[src/rtl/gpio_cmd_decoder.sv]
// gpio_cmd_decoder: decodes toggle-framed host GPIO command words into the
// control pulses, image length, pixel words and kernel coefficients used by
// the convolution address FSM, and returns status / result data to the host.
module gpio_cmd_decoder #(
    parameter int NB_GPIO  = 32,
    parameter int NB_IMAGE = 10,
    parameter int NB_DATA  = 8,
    parameter int READ_LAT = 2
) (
    input  logic                  i_CLK,
    input  logic                  i_reset,
    input  logic [NB_GPIO-1:0]    i_gpio_data,
    output logic [NB_GPIO-1:0]    o_gpio_data,
    output logic [NB_IMAGE-1:0]   o_imgLength,
    output logic                  o_fsmReset,
    output logic                  o_valid,
    output logic                  o_SoP,
    output logic [3*NB_DATA-1:0]  o_pixels,
    output logic [9*NB_DATA-1:0]  o_kernel,
    input  logic                  i_changeBlock,
    input  logic                  i_EoP,
    input  logic [3*NB_DATA-1:0]  i_memData
);

    localparam int NB_PIX = 3 * NB_DATA;
    localparam int NB_KER = 9 * NB_DATA;
    localparam int NB_RDC = $clog2(READ_LAT + 2);
    localparam logic [NB_RDC-1:0] LP_RD_LAST = NB_RDC'(READ_LAT);

    localparam logic [2:0] OP_NOP      = 3'd0;
    localparam logic [2:0] OP_SET_LEN  = 3'd1;
    localparam logic [2:0] OP_LOAD_PIX = 3'd2;
    localparam logic [2:0] OP_LOAD_KER = 3'd3;
    localparam logic [2:0] OP_START    = 3'd4;
    localparam logic [2:0] OP_READ_PIX = 3'd5;
    localparam logic [2:0] OP_STATUS   = 3'd6;
    localparam logic [2:0] OP_CLEAR    = 3'd7;

    typedef enum logic [2:0] {
        ST_IDLE    = 3'd0,
        ST_LOAD    = 3'd1,
        ST_READY   = 3'd2,
        ST_RUN     = 3'd3,
        ST_READOUT = 3'd4
    } state_t;

    // Input stage registers
    logic [NB_GPIO-1:0] r_gpio;
    logic               r_tog_prev;
    logic               r_cmd_vld;
    logic [2:0]         r_op;
    logic               r_tog;
    logic [27:0]        r_pay;
    logic               r_cb_q, r_cb_qq, r_cb_rise;
    logic               r_eop_q, r_eop_qq, r_eop_rise;

    // Decoder state
    state_t              r_state;
    logic [NB_IMAGE-1:0] r_len;
    logic [NB_IMAGE-1:0] r_cnt;
    logic                r_err;
    logic                r_eop_seen;
    logic [NB_KER-1:0]   r_kernel;
    logic [NB_PIX-1:0]   r_pixels;
    logic [NB_GPIO-1:0]  r_gpio_out;
    logic                r_fsm_rst;
    logic                r_valid;
    logic                r_sop;
    logic                r_busy;
    logic [NB_RDC-1:0]   r_rd_cnt;
    logic                r_rd_tog;

    // Next-state values
    state_t              w_state_nx;
    logic [NB_IMAGE-1:0] w_len_nx;
    logic [NB_IMAGE-1:0] w_cnt_nx;
    logic                w_err_nx;
    logic                w_eop_nx;
    logic [NB_KER-1:0]   w_kernel_nx;
    logic [NB_PIX-1:0]   w_pixels_nx;
    logic [NB_GPIO-1:0]  w_gpio_nx;
    logic                w_fsm_rst_nx;
    logic                w_valid_nx;
    logic                w_sop_nx;
    logic                w_busy_nx;
    logic [NB_RDC-1:0]   w_rd_cnt_nx;
    logic                w_rd_tog_nx;
    logic                w_illegal;
    logic                w_len_ok;
    logic [NB_GPIO-1:0]  w_status;

    assign w_len_ok = (r_pay[NB_IMAGE-1:0] >= NB_IMAGE'(8));
    assign w_status = {r_tog, 3'(r_state), r_err, r_eop_seen, r_cnt,
                       {(NB_GPIO-6-NB_IMAGE){1'b0}}};

    // Capture the host word and FSM flags; flag a new command on a toggle change
    // and flag rising edges of the FSM level flags, all aligned to the same stage.
    always_ff @(posedge i_CLK or posedge i_reset) begin
        if (i_reset) begin
            r_gpio     <= '0;
            r_tog_prev <= 1'b0;
            r_cmd_vld  <= 1'b0;
            r_op       <= 3'd0;
            r_tog      <= 1'b0;
            r_pay      <= 28'd0;
            r_cb_q     <= 1'b0;
            r_cb_qq    <= 1'b0;
            r_cb_rise  <= 1'b0;
            r_eop_q    <= 1'b0;
            r_eop_qq   <= 1'b0;
            r_eop_rise <= 1'b0;
        end else begin
            r_gpio     <= i_gpio_data;
            r_tog_prev <= r_gpio[28];
            r_cmd_vld  <= r_gpio[28] ^ r_tog_prev;
            r_op       <= r_gpio[31:29];
            r_tog      <= r_gpio[28];
            r_pay      <= r_gpio[27:0];
            r_cb_q     <= i_changeBlock;
            r_cb_qq    <= r_cb_q;
            r_cb_rise  <= r_cb_q & ~r_cb_qq;
            r_eop_q    <= i_EoP;
            r_eop_qq   <= r_eop_q;
            r_eop_rise <= r_eop_q & ~r_eop_qq;
        end
    end

    // Decoder state register, including the registered outputs.
    always_ff @(posedge i_CLK or posedge i_reset) begin
        if (i_reset) begin
            r_state    <= ST_IDLE;
            r_len      <= '0;
            r_cnt      <= '0;
            r_err      <= 1'b0;
            r_eop_seen <= 1'b0;
            r_kernel   <= '0;
            r_pixels   <= '0;
            r_gpio_out <= '0;
            r_fsm_rst  <= 1'b0;
            r_valid    <= 1'b0;
            r_sop      <= 1'b0;
            r_busy     <= 1'b0;
            r_rd_cnt   <= '0;
            r_rd_tog   <= 1'b0;
        end else begin
            r_state    <= w_state_nx;
            r_len      <= w_len_nx;
            r_cnt      <= w_cnt_nx;
            r_err      <= w_err_nx;
            r_eop_seen <= w_eop_nx;
            r_kernel   <= w_kernel_nx;
            r_pixels   <= w_pixels_nx;
            r_gpio_out <= w_gpio_nx;
            r_fsm_rst  <= w_fsm_rst_nx;
            r_valid    <= w_valid_nx;
            r_sop      <= w_sop_nx;
            r_busy     <= w_busy_nx;
            r_rd_cnt   <= w_rd_cnt_nx;
            r_rd_tog   <= w_rd_tog_nx;
        end
    end

    // Next state: FSM flag edges first, then read wait, then the command judged
    // against the pre-transition state; CLEAR is applied last so it wins.
    always_comb begin
        w_state_nx   = r_state;
        w_len_nx     = r_len;
        w_cnt_nx     = r_cnt;
        w_err_nx     = r_err;
        w_eop_nx     = r_eop_seen;
        w_kernel_nx  = r_kernel;
        w_pixels_nx  = r_pixels;
        w_gpio_nx    = r_gpio_out;
        w_fsm_rst_nx = 1'b0;
        w_valid_nx   = 1'b0;
        w_sop_nx     = 1'b0;
        w_busy_nx    = r_busy;
        w_rd_cnt_nx  = r_rd_cnt;
        w_rd_tog_nx  = r_rd_tog;
        w_illegal    = 1'b0;

        case (r_state)
            ST_LOAD: begin
                if (r_cb_rise) w_state_nx = ST_READY;
                else           w_state_nx = r_state;
            end
            ST_RUN: begin
                if (r_eop_rise) begin
                    w_state_nx = ST_READOUT;
                    w_eop_nx   = 1'b1;
                end else begin
                    w_state_nx = r_state;
                end
            end
            ST_READOUT: begin
                if (r_cb_rise) begin
                    w_state_nx = ST_LOAD;
                    w_cnt_nx   = '0;
                end else begin
                    w_state_nx = r_state;
                end
            end
            default: w_state_nx = r_state;
        endcase

        // Pending read: memory data is valid READ_LAT cycles after the strobe.
        if (r_busy) begin
            if (r_rd_cnt == LP_RD_LAST) begin
                w_gpio_nx = {r_rd_tog, {(NB_GPIO-1-NB_PIX){1'b0}}, i_memData};
                w_busy_nx = 1'b0;
            end else begin
                w_rd_cnt_nx = r_rd_cnt + NB_RDC'(1);
            end
        end else begin
            w_rd_cnt_nx = r_rd_cnt;
        end

        if (r_cmd_vld && r_busy) begin
            // Toggle arriving during a read wait is dropped and flagged.
            w_err_nx = 1'b1;
        end else if (r_cmd_vld) begin
            w_gpio_nx[NB_GPIO-1] = r_tog;
            case (r_op)
                OP_NOP: w_illegal = 1'b0;
                OP_SET_LEN: begin
                    if ((r_state == ST_IDLE || r_state == ST_LOAD) && w_len_ok) begin
                        w_len_nx     = r_pay[NB_IMAGE-1:0];
                        w_fsm_rst_nx = 1'b1;
                        w_state_nx   = ST_LOAD;
                        w_cnt_nx     = '0;
                    end else begin
                        w_illegal = 1'b1;
                    end
                end
                OP_LOAD_PIX: begin
                    if (r_state == ST_LOAD) begin
                        w_pixels_nx = r_pay[NB_PIX-1:0];
                        w_valid_nx  = 1'b1;
                        w_cnt_nx    = r_cnt + NB_IMAGE'(1);
                    end else begin
                        w_illegal = 1'b1;
                    end
                end
                OP_LOAD_KER: begin
                    if (r_state != ST_RUN && r_pay[27:24] <= 4'd8) begin
                        for (int k = 0; k < 9; k++) begin
                            if (r_pay[27:24] == 4'(k))
                                w_kernel_nx[k*NB_DATA +: NB_DATA] = r_pay[NB_DATA-1:0];
                            else
                                w_kernel_nx[k*NB_DATA +: NB_DATA] = r_kernel[k*NB_DATA +: NB_DATA];
                        end
                    end else begin
                        w_illegal = 1'b1;
                    end
                end
                OP_START: begin
                    if (r_state == ST_READY) begin
                        w_sop_nx   = 1'b1;
                        w_state_nx = ST_RUN;
                    end else begin
                        w_illegal = 1'b1;
                    end
                end
                OP_READ_PIX: begin
                    if (r_state == ST_READOUT) begin
                        // Ack is deferred until the memory data is captured.
                        w_gpio_nx[NB_GPIO-1] = r_gpio_out[NB_GPIO-1];
                        w_valid_nx  = 1'b1;
                        w_busy_nx   = 1'b1;
                        w_rd_cnt_nx = '0;
                        w_rd_tog_nx = r_tog;
                    end else begin
                        w_illegal = 1'b1;
                    end
                end
                OP_STATUS: begin
                    w_gpio_nx = w_status;
                    w_err_nx  = 1'b0;
                end
                OP_CLEAR: begin
                    w_state_nx   = ST_IDLE;
                    w_len_nx     = '0;
                    w_cnt_nx     = '0;
                    w_err_nx     = 1'b0;
                    w_eop_nx     = 1'b0;
                    w_fsm_rst_nx = 1'b1;
                end
                default: w_illegal = 1'b1;
            endcase
            if (w_illegal) w_err_nx = 1'b1;
            else           w_err_nx = w_err_nx;
        end else begin
            w_err_nx = w_err_nx;
        end
    end

    assign o_gpio_data = r_gpio_out;
    assign o_imgLength = r_len;
    assign o_fsmReset  = r_fsm_rst;
    assign o_valid     = r_valid;
    assign o_SoP       = r_sop;
    assign o_pixels    = r_pixels;
    assign o_kernel    = r_kernel;

endmodule
[config.mk]
export PLATFORM = sky130hd
export DESIGN_NAME = gpio_cmd_decoder
export DESIGN_NICKNAME = d
export VERILOG_FILES = /design/src/rtl/gpio_cmd_decoder.sv
export SDC_FILE = /design/constraint.sdc
export NUM_CORES = 1
export LEC_CHECK = 0
export ABC_AREA = 0
export CAP_MARGIN = 20
export CORE_ASPECT_RATIO = 2
export CORE_MARGIN = 5
export CORE_UTILIZATION = 50
export DETAILED_ROUTE_END_ITERATION = 10
export PLACE_DENSITY_LB_ADDON = 0.25
export SLEW_MARGIN = 10
export SYNTH_ARGS = -nofsm -noshare
export SYNTH_HDL_FRONTEND = slang
export SYNTH_SLANG_ARGS = --single-unit
export TNS_END_PERCENT = 20
[constraint.sdc]
create_clock -name i_CLK -period 18.14 [get_ports i_CLK]
set_input_delay 1.814 -clock i_CLK [delete_from_list [all_inputs] [get_ports i_CLK]]
set_output_delay 1.814 -clock i_CLK [all_outputs]
set_load 0.005 [all_outputs]
==> run summary <==
Dpl hpwl: 15080 um
Crit Path Max Fanout: 122
Dpl ws: 13.97 ns
Worst hold-check path type: reg2reg
Post-synthesis instance total: 679
Largest net degree at the start of global routing: 152
Max Buffers Root-to-Sink: 3
Multi-input gate area: 0.002594 mm^2
Final number of max-transition violations: 0
Die area: 0.01998 mm^2
First-pass GRT wire length: 34500 um
GR peak layer: met2
Initial antenna violation count: 0
Critical path's top delay family: buffers and inverters
Initial Utilization: 0.5101
Worst Setup End Kind: async pin
Register Area: 0.005781 mm^2
P_leak: 5.230 nW
Final net count: 931
Post-Syn Area: 0.008553 mm^2
Status: completed
CP Data Arrival Time: 4.02 ns
GRT Overall Usage: 0.2190
Final Hold Fails: 0
DRC: 0
Slew HR: 0.2735
Synthesized Nets: 743
Reg2Reg Setup Slack: 15.39 ns
Mux contribution to synthesized area: 0.1031
Worst EP required: 18.62 ns
GRT met2 Usage: 0.3954
Top cells by area, synth: dfrtp_1 (68%), mux2_2 (7.4%), nand2_1 (6.5%)
TritonCTS clock tree: built
Crit path max-delay cell type: buf_4
Max Cap Viol: 0
Crit path cell chain: clkdlybuf4s50_1, inv_8, buf_16, buf_4
Worst reg2reg endpoint: o_kernel[22]$_DFFE_PP0P_
Layout fillers: 1263
Most frequent cells in the layout: dfrtp_1 (231), clkdlybuf4s50_1 (200), nand2_1 (148), mux2_2 (56), a21oi_1 (32)
Achievable clock frequency: 282.6 MHz
Startpoint type of the worst setup path: input port
Crit path time final: 3.539 ns
Hold depth: 0
Final WL: 21220 um
CTS H-tree lvls: 1
Setup TNS: 0 ns
GRT overflow: 0
Library cells used by synthesis: 54
Average size of a mapped cell: 12.60 um^2
WP buf/inv: 4
Via density: 5.343
Worst Clk Skew: 0.01863 ns
Worst-margin pin slew: 1.090 ns
YS warnings: 0
Leading area contributor after synthesis: dfrtp_1
Diode count: 0
Pwr Density: 127.7 mW/mm^2
Hold_buf cts: 0
Vias: 5792
Hold path start: r_gpio[4]$_DFF_PP0_
Worst hold endpoint: r_pay[4]$_DFF_PP0_
Initial DRC Count: 169
Peak supply drop: 0.00008756 V
Vias in the first global route: 6323
Layout area overhead: 32.77%
Post-CTS setup buffer count: 0
Share of the synthesized area in the top cell type: 0.6758
Simple logic cell fraction of the synthesized area: 0.1276
Compound-cell area share of the yosys netlist: 0.06393
Async S/R FF share, synth: 1.000
Final setup margin: 14.60 ns
Main combinational cell family by area after synthesis: simple AND/OR/NAND/NOR gates
Number of enable flip-flop cells after synthesis: 0
RePlAce Congestion: 0.8997
Share of cells above drive strength 1: 0.1266
Met1 Track Usage GR: 0.2540
Clock root cell: clkbuf_16
R2R depth: 5
Routed len/inst: 19.57 um
Num ports: 201
Total Power: 1.450 mW
# clock sinks: 231
Met3 Use GR: 0.04198
Tcrit/Tclk final: 0.1951
Worst R2R Start: r_busy$_DFF_PP0_
Synth Area in Adders: 0.005851
Clk slew on worst S/H paths: 0.08 ns
Slowest stage delay, CP: 0.86 ns
Resized Gates After CTS: 0
Cell Rows: 67
CTS Buf Count: 19
Top FF cell, synth: dfrtp_1
Sequential area share after synthesis: 0.6758
Core area: 0.01677 mm^2
Synth Area in XOR/XNOR: 0.002048
Drt first pass iters: 4
RSZ-0062 raised after global routing: false
Buffers on Ports: 200
Antenna-violating nets left: 0
Setup violations, final: 0
Leading cell type in the layout, fill and taps excluded: dfrtp_1
Chip Width: 102.5 um
Clk_lat worst skew: 0.50 ns
Die Span Y: 195.0 um
Seq cells post-synth: 231
CP Class: in2async
worst reg2reg max path, cell delays in order (launching register included):
cell	delay, ns
dfrtp_1	0.47
nand2b_1	0.51
a2111oi_4	0.53
nand3b_1	0.18
or3_1	0.57
mux2_4	0.38
synth_stat cells (2+ instances only):
master,number
o22ai_1,2
a31oi_1,10
o21ai_0,8
nand4_1,2
buf_4,2
nor2_1,25
nor4_1,5
nand3b_1,3
a211o_1,2
nor3_2,2
a22o_1,11
mux2_2,56
a21o_1,3
or3b_2,2
buf_2,7
mux2i_1,3
nand2b_1,4
o211ai_1,2
mux2_1,9
nor3_1,9
inv_1,9
clkbuf_1,27
mux2_4,8
nand2_1,148
a211oi_1,3
or3_1,5
a21oi_1,32
nor3b_1,3
nor2b_1,5
ha_1,4
or2_2,2
and3_1,4
dfrtp_1,231
nor2_2,3
nand3_1,9
routing by layer:
metal | routed length [um] | up-vias
li1 | - | 2675
met1 | 7527 | 2886
met2 | 11700 | 197
met3 | 1438 | 34
met4 | 557 | 0
met5 | 0 | -
report_power, final:
| group | switching (mW) | internal, mW |
|---|---|---|
| Sequential | 0.0733 | 0.615 |
| Clock | 0.181 | 0.238 |
| Combinational | 0.131 | 0.212 |
worst max path at each step:
stage,slack (ns),end,startpoint,cells past startpoint
floorplan,9.99,o_SoP$_DFF_PP0_,i_reset,1
global placement,14.08,o_kernel[19]$_DFFE_PP0P_,i_reset,3
detailed placement,13.97,o_kernel[43]$_DFFE_PP0P_,i_reset,3
CTS,14.49,r_pay[7]$_DFF_PP0_,i_reset,3
global route,14.29,r_gpio[7]$_DFF_PP0_,i_reset,4
finish,14.60,o_kernel[19]$_DFFE_PP0P_,i_reset,4
flip-flops by register name, summed over array words and instances (netlist names), 2 cells and up:
| name | flops |
|---|---|
| r_state | 3 |
| r_gpio | 32 |
| o_kernel | 72 |
| r_rd_cnt | 2 |
| r_cnt | 10 |
| o_gpio_data | 32 |
| o_imgLength | 10 |
| o_pixels | 24 |
| r_pay | 28 |
| r_op | 3 |
metrics by stage:
| stage | instances | hold WS [ns] | util | cell area, um^2 |
|---|---|---|---|---|
| global placement | 1051 | 0.3320 | 0.6372 | 10680 |
| detailed placement | 1052 | 0.3347 | 0.6381 | 10700 |
| global route | 1084 | 0.3538 | 0.6773 | 11360 |
| finish | 1084 | 0.3421 | 0.6773 | 11360 |
| floorplan | 679 | 0.3312 | - | 8553 |
| CTS | 1083 | 0.3461 | 0.6757 | 11330 |
final cells by class:
type | instances | share of cell area
sequential | 231 | 0.5090
multi-input combinational | 403 | 0.2284
timing repair buffer | 203 | 0.1807
clock buffer | 24 | 0.04705
tap | 207 | 0.02281
clock inverter | 7 | 0.008374
inverter | 9 | 0.003636
cells by family (layout without fill, tap and decap cells):
| logic type | count (synthesis) | count (layout) |
|---|---|---|
| DFF | 231 | 231 |
| adders and majority gates | 4 | 4 |
| buffers and inverters | 45 | 243 |
| muxes | 76 | 76 |
| xor gates and xnor gates | 2 | 2 |
| and+or+nand+nor | 239 | 239 |
| AOI/OAI and AO/OA | 82 | 82 |
Note: power is estimated with default switching activity, not from simulation.
==> RTL change, RTL diff (same flow settings) <==
Take the reset off `r_pixels` and load it in a clocked block of its own.
--- a/src/rtl/gpio_cmd_decoder.sv
+++ b/src/rtl/gpio_cmd_decoder.sv
@@ -135,5 +135,4 @@
             r_eop_seen <= 1'b0;
             r_kernel   <= '0;
-            r_pixels   <= '0;
             r_gpio_out <= '0;
             r_fsm_rst  <= 1'b0;
@@ -150,5 +149,4 @@
             r_eop_seen <= w_eop_nx;
             r_kernel   <= w_kernel_nx;
-            r_pixels   <= w_pixels_nx;
             r_gpio_out <= w_gpio_nx;
             r_fsm_rst  <= w_fsm_rst_nx;
@@ -159,4 +157,8 @@
             r_rd_tog   <= w_rd_tog_nx;
         end
+    end
+
+    always_ff @(posedge i_CLK) begin
+        r_pixels <= w_pixels_nx;
     end
 
Formal check against the unedited RTL: not equivalent (Yosys sat finds a counterexample within 10 cycles, from zero or initial values and one cycle with i_reset high; the reset may be asserted at any time).
==> RTL change against the original RTL <==
- synthesized area decreased by 1.3%
- design area decreased by 0.14%
- wire length decreased by 5.5%
- largest power group unchanged
- power decreased by 14%
- clock skew decreased by 9.7 ps
- sequential cell count unchanged
- setup slack improved by 330 ps
- cell count decreased by 6.3%
- critical path depth decreased by 3
- sequential power decreased by 9.4%
==> RTL change: results (changes against the original RTL) <==
[cells_and_area]
seq_share_pct = 52.0  ; +1.1 points
nClkBuffers = 31  ; +29%
regArea_mm2 = 0.00590  ; +2.1%
seq_cell_count = 231  ; unchanged
num_antenna_cells = 1  ; +1
clk_share_pct = 5.93  ; +0.38 points
multi_input_gates = 327  ; -19%
drive_above_1_share_pct = 15.1  ; +2.4 points
bufAreaShareNonClock_pct = 18.5  ; +0.45 points
fill_cells = 1202  ; -4.8%

[outcome]
status = complete, no violations

[setup_path]
critPathArrivalTime_ps = 1400  ; -2620 ps
cpPeakStageDelay_ps = 560  ; -300 ps
crit_fanout = 2  ; -98%

[detailed_routing]
vias_per_cell = 5.33  ; -0.25%
wl_met1_mm = 6.79  ; -9.8%
routed_wl_mm = 20.0  ; -5.5%
first_iter_violations = 214  ; +27%
met2_length_mm = 11.5  ; -1.8%

[yosys]
yosys-top-cells-area = dfrtp_1 (61%), mux2_2 (9.6%), edfxtp_1 (8.5%), nand2_1 (2.9%), mux2i_1 (1.7%)
synth-async-reset-ratio_pct = 89.6  ; -10 points
synth_cell_types = 56  ; +3.7%
syn_avg_cell_area_um2 = 14.1  ; +12%
syn_nets = 663  ; -11%
synth.top_cells.by_count = dfrtp_1 (207), mux2_2 (72), nand2_1 (65)
synth_seq_area_share_pct = 69.9  ; +2.3 points
synth-edff-count = 24  ; +24

[sta]
worst_pin_slew_ps = 1140  ; +45.6 ps
fin_skew_ps = 8.89  ; -9.74 ps

[global_route]
grt_usage_pct = 20.7  ; -1.2 points
grt_antenna_before_repair = 1  ; +1
grt_pass1_wl_mm = 32.0  ; -7.3%
met1_usage_pct = 23.0  ; -2.4 points
use_met2_pct = 38.6  ; -0.94 points
use_met3_pct = 4.39  ; +0.20 points
grt_start_max_net_pins = 125  ; -18%

[clocking]
clkLatencyLatePin_ps = 480  ; -20 ps

[placed_design]
dp_cells = 976  ; -7.2%
gp_congestion = 0.846  ; -6.0%
hpwl_mm = 14.3  ; -5.0%
post-place-ws_ps = 14070  ; +98.4 ps

[pwr]
total_power_w = 0.00125  ; -14%
leakage_nw = 4.93  ; -5.7%
powerSeq_w = 0.000624  ; -9.4%
peakVddDrop_uv = 102  ; +17%
maxPowerGroup = registers
p_comb_share_pct = 15.7  ; -7.9 points

==> RTL change: changes by cell type in the layout (fill, tap and decap cells not counted), sizes merged, moves of 7 or more <==
cell	change
mux2i	+11
o21ai	+18
nand2	-82
dfrtp	-24
clkbuf	+7
edfxtp	+24
a31oi	-8
==> RTL change: final timing paths <==
kind	startpoint	endpoint	slack (ps)	depth (start not counted)
setup / recovery	o_kernel[64]	o_kernel[64]	14930	1
hold / removal	r_gpio[30]	r_op[1]	350	0
setup reg to reg	r_pay[4]	r_cnt[3]	15230	5
hold reg to reg	r_gpio[30]	r_op[1]	350	0
max in group asynchronous	i_reset	r_pay[4]	14950	4
min in group asynchronous	i_reset	r_pay[15]	1870	2
==> RTL change: cell families after synthesis <==
group	Yosys count	synth area share, %
AO/OA/AOI/OAI	85	6.20
adder cells (fa/ha/maj)	4	0.593
AND/OR/NAND/NOR	148	9.45
buffers and inverters	41	2.08
XOR/XNOR	3	0.311
flip-flops	231	69.9
multiplexers	87	11.4
